File: src/rtl/kgp_pc_seq_pkg.sv
// kgp_pc_seq_pkg: shared state, opcode and branch-control definitions for pc_sequencer
package kgp_pc_seq_pkg;
  typedef enum logic [2:0] {S_IDLE, S_FETCH, S_DECODE, S_EXEC, S_UPDATE, S_HALT, S_FAULT} state_t;
  localparam int OPC_MSB = 31;
  localparam int OPC_LSB = 29;
  localparam int FUNC_MSB = 28;
  localparam int FUNC_LSB = 26;
  localparam int TGT_MSB = 25;
  localparam int TGT_LSB = 0;
  localparam logic [1:0] CLS_ALU = 2'b00;
  localparam logic [1:0] CLS_ILLEGAL = 2'b01;
  localparam logic [2:0] OPC_BR_REG = 3'b100;
  localparam logic [2:0] OPC_BR_FLAG = 3'b101;
  localparam logic [2:0] OPC_BL = 3'b110;
  localparam logic [2:0] OPC_HALT = 3'b111;
  localparam logic [1:0] BR_REG = 2'b00;
  localparam logic [1:0] BR_FLAG = 2'b01;
  localparam logic [1:0] BR_LINK = 2'b10;
  localparam logic [1:0] BR_NONE = 2'b11;
  function automatic logic [1:0] br_ctrl_of(input logic [2:0] opc);
    return opc == OPC_BR_REG ? BR_REG : opc == OPC_BR_FLAG ? BR_FLAG : opc == OPC_BL ? BR_LINK : BR_NONE;
  endfunction
endpackage

File: src/rtl/pc_sequencer_fetch_watchdog.sv
// fetch_watchdog: counts consecutive ack-less FETCH cycles and flags the limit cycle
module fetch_watchdog #(
  parameter int LIMIT = 15
) (
  input  logic clk,
  input  logic rst_n,
  input  logic clr,
  input  logic en,
  output logic expire
);
  logic [7:0] cnt;
  always_ff @(posedge clk or negedge rst_n)
    if (!rst_n) cnt <= '0;
    else if (clr) cnt <= '0;
    else if (en) cnt <= cnt + 8'd1;
  assign expire = en && cnt == 8'(LIMIT - 1);
endmodule

File: src/rtl/pc_sequencer.sv
// pc_sequencer: multicycle KGP-RISC sequencer owning PC; fetch watchdog under PC_SEQ_FETCH_TIMEOUT_EN
module pc_sequencer
  import kgp_pc_seq_pkg::*;
#(
  parameter logic [31:0] RESET_PC = 32'd0,
  parameter int FETCH_TIMEOUT = 15
) (
  input  logic        clk,
  input  logic        rst_n,
  input  logic        start,
  output logic        imem_req,
  output logic [31:0] imem_addr,
  input  logic        imem_ack,
  input  logic [31:0] imem_rdata,
  output logic        alu_start,
  input  logic        alu_valid,
  input  logic [2:0]  alu_flags,
  output logic [31:0] pc,
  input  logic [31:0] pc_next,
  output logic [1:0]  br_ctrl,
  output logic [5:0]  br_func,
  output logic [31:0] br_dest,
  output logic [2:0]  br_flags,
  output logic        lr_we,
  output logic [31:0] lr_wdata,
  output logic        busy,
  output logic        halted,
  output logic        fault
);
  state_t state;
  logic [31:0] instr_q;
  logic [2:0] flags_q;
  logic alu_start_q;
  logic wdt_expire;
  logic [2:0] opc;
  assign opc = instr_q[OPC_MSB:OPC_LSB];
`ifdef PC_SEQ_FETCH_TIMEOUT_EN
  fetch_watchdog #(.LIMIT(FETCH_TIMEOUT)) u_wdt (
    .clk(clk),
    .rst_n(rst_n),
    .clr(state != S_FETCH),
    .en(state == S_FETCH && !imem_ack),
    .expire(wdt_expire)
  );
`else
  // without the watchdog FETCH never expires; the limit is only referenced
  assign wdt_expire = FETCH_TIMEOUT < 0;
`endif
  always_ff @(posedge clk or negedge rst_n)
    if (!rst_n) begin
      state <= S_IDLE;
      pc <= RESET_PC;
      instr_q <= '0;
      flags_q <= '0;
      alu_start_q <= 1'b0;
    end else begin
      alu_start_q <= state == S_DECODE && opc[2:1] == CLS_ALU;
      case (state)
        S_IDLE: if (start) state <= S_FETCH;
        S_FETCH:
          if (imem_ack) begin
            instr_q <= imem_rdata;
            state <= S_DECODE;
          end else if (wdt_expire) state <= S_FAULT;
        S_DECODE:
          state <= opc[2:1] == CLS_ALU ? S_EXEC : opc[2:1] == CLS_ILLEGAL ? S_FAULT :
                   opc == OPC_HALT ? S_HALT : S_UPDATE;
        S_EXEC:
          if (alu_valid) begin
            flags_q <= alu_flags;
            state <= S_UPDATE;
          end
        S_UPDATE: begin
          pc <= pc_next;
          state <= S_FETCH;
        end
        S_HALT:
          if (start) begin
            pc <= pc + 32'd1;
            state <= S_FETCH;
          end
        default: ;
      endcase
    end
  assign imem_req = state == S_FETCH;
  assign imem_addr = pc;
  assign alu_start = alu_start_q;
  assign br_ctrl = (state == S_DECODE || state == S_UPDATE) ? br_ctrl_of(opc) : BR_NONE;
  assign br_func = {3'b000, instr_q[FUNC_MSB:FUNC_LSB]};
  assign br_dest = {6'b0, instr_q[TGT_MSB:TGT_LSB]};
  assign br_flags = flags_q;
  assign lr_we = state == S_UPDATE && opc == OPC_BL;
  assign lr_wdata = pc + 32'd1;
  assign busy = !(state == S_IDLE || state == S_HALT || state == S_FAULT);
  assign halted = state == S_HALT;
  assign fault = state == S_FAULT;
endmodule

File: config.mk
export PLATFORM = sky130hd
export DESIGN_NAME = pc_sequencer
export DESIGN_NICKNAME = d
export VERILOG_FILES = /design/src/rtl/kgp_pc_seq_pkg.sv /design/src/rtl/pc_sequencer_fetch_watchdog.sv /design/src/rtl/pc_sequencer.sv
export SDC_FILE = /design/constraint.sdc
export NUM_CORES = 1
export LEC_CHECK = 0
export CORE_ASPECT_RATIO = 2
export CORE_MARGIN = 5
export CORE_UTILIZATION = 38
export DETAILED_ROUTE_END_ITERATION = 6
export PLACE_DENSITY_LB_ADDON = 0.3
export REMOVE_ABC_BUFFERS = 1
export SLEW_MARGIN = 0
export SYNTH_ARGS = -nofsm -noshare
export SYNTH_HDL_FRONTEND = slang
export SYNTH_SLANG_ARGS = --single-unit
File: constraint.sdc
create_clock -name clk -period 1.85 [get_ports clk]
set_input_delay 0.2775 -clock clk [delete_from_list [all_inputs] [get_ports clk]]
set_output_delay 0.2775 -clock clk [all_outputs]
set_load 0.01 [all_outputs]
Word level (Yosys, flattened, before mapping)
Cells that the tools add are included.

Add/sub/neg operators: 1. Eq/ne operators: 15. Mux-type cells: 13. Reductions and logical operators: 15.

Operators with widths (number): $pmux W32 S2 (1); $add A32 B1 Y32 const B (1); $mux W32 (1); $eq A3 B3 Y1 const B (7); $pmux W3 S5 (1); $mux W3 (4); $mux W2 (4); $eq A3 B2 Y1 const B (2); $reduce_and A2 Y1 (3); $reduce_bool A5 Y1 (1); $ne A2 B1 Y1 const B (2); $ne A2 B2 Y1 const B (2); $reduce_and A4 Y1 (1); $eq A3 B1 Y1 const B (1); $logic_not A3 Y1 (1); $logic_or A1 B1 Y1 (3); $eq A2 B1 Y1 const B (1); $logic_and A1 B1 Y1 (2); $logic_not A2 Y1 (1); $mux W1 (2); $reduce_bool A2 Y1 (1); $reduce_or A2 Y1 (1); $logic_not A1 Y1 (1).

Register bits: 71. Input port bits: 72. Output and inout port bits: 145. Word-level logic and storage cells: 49.

Depth between registers and ports, before layout
Depth in word-level cells: 5. Mapped depth: 7. Depth with buffers taken out: 7.

Worst setup path after synthesis
Ideal clock, no wire load.

Path type: register to output. From: reg pc[0] (netlist: imem_addr[0]). To: out lr_wdata[30]. Data arrival time: 1.910 ns. Required time: 1.572 ns. Path slack: -0.337 ns. Stages on the path, launching flop included: 7. Buffers on the path: 1. Cell sequence: dfrtp_1 > ha_1 > and4_2 > and3_1 > clkbuf_1 > nand4b_1 > xnor2_1.

Word-level cells in the longest chain between the ends: 1.

RTL lines: start, declared (RTL line pc_sequencer.sv:18) `output logic [31:0] pc,`; start signal, assigned (RTL line pc_sequencer.sv:74) `pc <= pc_next;`; start signal, assigned (RTL line pc_sequencer.sv:79) `pc <= pc + 32'd1;`; $add A32 B1 Y32 (RTL line pc_sequencer.sv:93) `assign lr_wdata = pc + 32'd1;`; end, declared (RTL line pc_sequencer.sv:25) `output logic [31:0] lr_wdata,`.

No other way between the ends.

Worst setup path in the final report
From: reg pc[5] (netlist: imem_addr[5]). To: out lr_wdata[17].

Same word-level chain as after synthesis.

==> summary.md <==
| Metric | Value |
|---|---|
| DR iter-0 viols | 255 |
| Synth cell types | 58 |
| Critical setup path kind | reg -> out |
| Drt pass-1 iters | 5 |
| Max-slew violations | 0 |
| Area Overhead vs Synth | 76.74% |
| CP arrival | 2.14 ns |
| Highest clock rate | 413.2 MHz |
| # port buffers | 207 |
| Syn_area_per_cell | 9.493 sq um |
| First-pass GRT wire length | 25290 um |
| Status | complete, but fails checks |
| Flop2flop setup slack | -0.26 ns |
| Area of the multi-input gates | 2613 sq um |
| Top cell type's share of synthesized area | roughly two fifths |
| Site row count | 56 |
| Min-delay worst type | in -> async |
| Tmin final | between 2 and 2.5 ns |
| Yosys reg bits | between 70 and 80 |
| Slew margin rel. | 62.69% |
| PnR worst setup slack | -0.5702 ns |
| Cell Pwr Density | roughly 1700 nW/um^2 |
| Synth area leaders | dfrtp_1 (39%), buf_4 (12%), mux2_2 (8.4%), xnor2_1 (3.8%), nand2_1 (3.5%) |
| Final HPWL DP | approximately 12000 um |
| Ys flop type | dfrtp_1 |
| Clk_lat worst skew | between 0.3 and 0.4 ns |
| Synthesized area | approximately 4600 sq um |
| H-tree depth | 3 |
| FF/Latch Area | 1782 sq um |
| Fin cells | 892 |
| CP Data Required Time | 1.57 ns |
| Tot GR Track Use | between 20 and 25% |
| Placed cells | 844 |
| Hold Fails Final Rpt | 0 |
| Fillers | around 850 |
| Seq/Total Area, Yosys | around 39% |
| Placeable core region | 11770 sq um |
| Post-synth ARST share | 100.0% |
| Maximum clock path buffer count | 2 |
| Top fanout value on the critical path | 4 |
| Post-Synthesis Cells | 480 |
| Crit end category | output pin |
| Sink Count | 71 |
| Nets@finish | 816 |
| # DRC | 0 |
| Crit share post-route | 130.8% |
| R2r worst-path depth | 7 |
| Slew @ Worst Pin | 0.5519 ns |
| Startpoint class of the critical path | flip-flop |
| Setup TNS | -11.02 ns |
| Pin count of the biggest net entering global routing | 43 |
| Die span in y | 164.9 um |
| Synthesis Warnings | 0 |
| Post-synth top area cell | dfrtp_1 |
| Via count | roughly 4700 |
| Max cap viols | 0 |
| Layout cells sized above 1 | 40.16% |
| Root Driver | clkbuf_16 |
| Routability Congestion | 0.8469 |
| Initial antenna violation count | 0 |
| Starting Density | 38.71% |
| CTS tree | yes |
| Number of global-route vias before repair | 5048 |
| Final wirelength | about 17000 um |
| Setup Skew | 0.01020 ns |
| Reg2reg start | imem_addr[5] |
| Cts bufs inserted | 9 |
| Worst vdd ir | 1.039 mV |
| WL/cell | 19.33 um |
| Reg2reg end | imem_addr[17] |
| Routed vias/inst | 5.293 |
| Failing checks | setup timing |
| Number of enable flip-flop cells after synthesis | 0 |
| Finish-stage setup viols | 40 |
| RSZ-0062 raised after global routing | true |
| DP Area | between 7000 and 8000 sq um |
| Gr ovfl total | 0 |
| # IOs | 217 |
| Routed Antenna Nets | 0 |
| Final instance area | roughly 8000 sq um |
| Clock transition at path regs | 0.06 ns |
| Chip Width | 87.44 um |
| Leakage | 3.531 nW |
| # diodes | 0 |
| Die ar. | 14420 sq um |
-- Yosys cell counts, types with 6 or more instances --
cell type,number
a2bb2oi_1,7
mux2_2,34
buf_2,6
nand2_1,43
clkbuf_1,14
nor2_1,27
inv_1,8
buf_4,72
a22oi_1,11
dfrtp_1,71
xor2_1,12
a21oi_1,16
xnor2_1,20
o21ai_0,21
nand3_1,24
nand4_1,7
o22ai_1,7
-- worst max-delay path by stage --
stage | depth (start not counted) | from | slack, ns | to
floorplan | 5 | state[0] | -1.48 | imem_addr[9]
global placement | 7 | imem_addr[0] | -0.59 | lr_wdata[28]
detailed placement | 7 | imem_addr[0] | -0.60 | lr_wdata[28]
CTS | 5 | imem_addr[1] | -0.48 | lr_wdata[15]
global route | 6 | imem_addr[5] | -0.64 | lr_wdata[17]
finish | 6 | imem_addr[5] | -0.57 | lr_wdata[17]
-- kinds of logic after synthesis --
| family | count (synthesis) | share of synthesized area (%) |
|---|---|---|
| and+or+nand+nor | 142 | 16.86 |
| buffers and inverters | 108 | 15.35 |
| AOI/OAI and AO/OA | 83 | 12.05 |
| DFF | 71 | 38.99 |
| muxes | 42 | 10.24 |
| xor gates and xnor gates | 32 | 6.150 |
| adders and majority gates | 1 | 0.2745 |
| other | 1 | 0.08229 |
-- final cells by class --
type	count	share of cell area [%]
Clock buffer	10	2.967
Clock inverter	5	0.7302
Inverter	9	0.4505
Multi-Input combinational cell	310	32.44
Sequential cell	71	22.12
Tap cell	145	2.253
Timing Repair Buffer	342	39.04
-- critical path, stage by stage, from the launching register on --
cell     delay (ns)
dfrtp_1        0.37
nand4_1        0.23
or4_4          0.54
buf_6          0.15
nor4_4         0.18
xor2_1         0.19
buf_2          0.16
-- cell usage in the layout, fill, tap and decap left out, drive strengths merged, types with 3 or more instances in the layout --
master         Yosys  layout
nand3b             3       3
a22oi             11      11
a21oi             16      16
dfrtp             71      71
nor3               5       5
dlygate4sd2        0       6
xor2              12      12
inv                9       9
xnor2             20      20
mux2i              5       5
or3                3       3
mux2              37      37
nand4              7       7
a2bb2oi            7       7
o311ai             5       5
clkdlybuf4s50      0     161
buf               84     163
nor4               7       7
o21ai             22      22
a221o              4       4
nor2              27      27
o22ai              7       7
and3               4       5
nand2             43      43
clkbuf            15      13
nor2b              5       5
dlymetal6s2s       0       7
conb               1       9
nand3             25      25
-- registers in the layout (all words and copies together) (netlist names) --
register,cells
state,3
instr_q,32
br_flags,3
imem_addr,32
alu_start,1
-- report_power, final --
part	internal, mW	switching (mW)
Clock	1.07	0.672
Sequential	2.36	0.547
Combinational	4.91	4.35
Total	8.34	5.57
-- metrics by stage --
stage	util, %	total power [mW]	hold slack [ns]	setup WS [ns]
6_report	68.42	13.91	0.4374	-0.5702
3_3_place_gp	59.61	11.33	0.2529	-0.5858
2_1_floorplan	-	6.289	-0.01809	-1.485
4_1_cts	65.04	13.37	0.4533	-0.4814
5_1_grt	68.42	14.74	0.4778	-0.6375
3_5_place_dp	59.61	11.53	0.2564	-0.6042
-- metal layers --
layer  vias up  part of all wire, %  global-route usage [%]
met5         -                    0                       0
met4         0                  3.2                   10.20
met3        41                  7.4                   6.490
met2       226                   57                   42.69
met1      2312                   33                   21.43
li1       2142                    -                       -
-- what timing repair did --
item | CTS | global route
hold endpoints to repair | 29 | 0
cloned | 1 | 0
hold buffers | 1 | 0
setup buffers | 24 | 25
resized for setup | 202 | 85
endpoints found under the setup margin | 54 | 59
pin swaps | 39 | 43
Note: power is estimated with default switching activity, not from simulation.
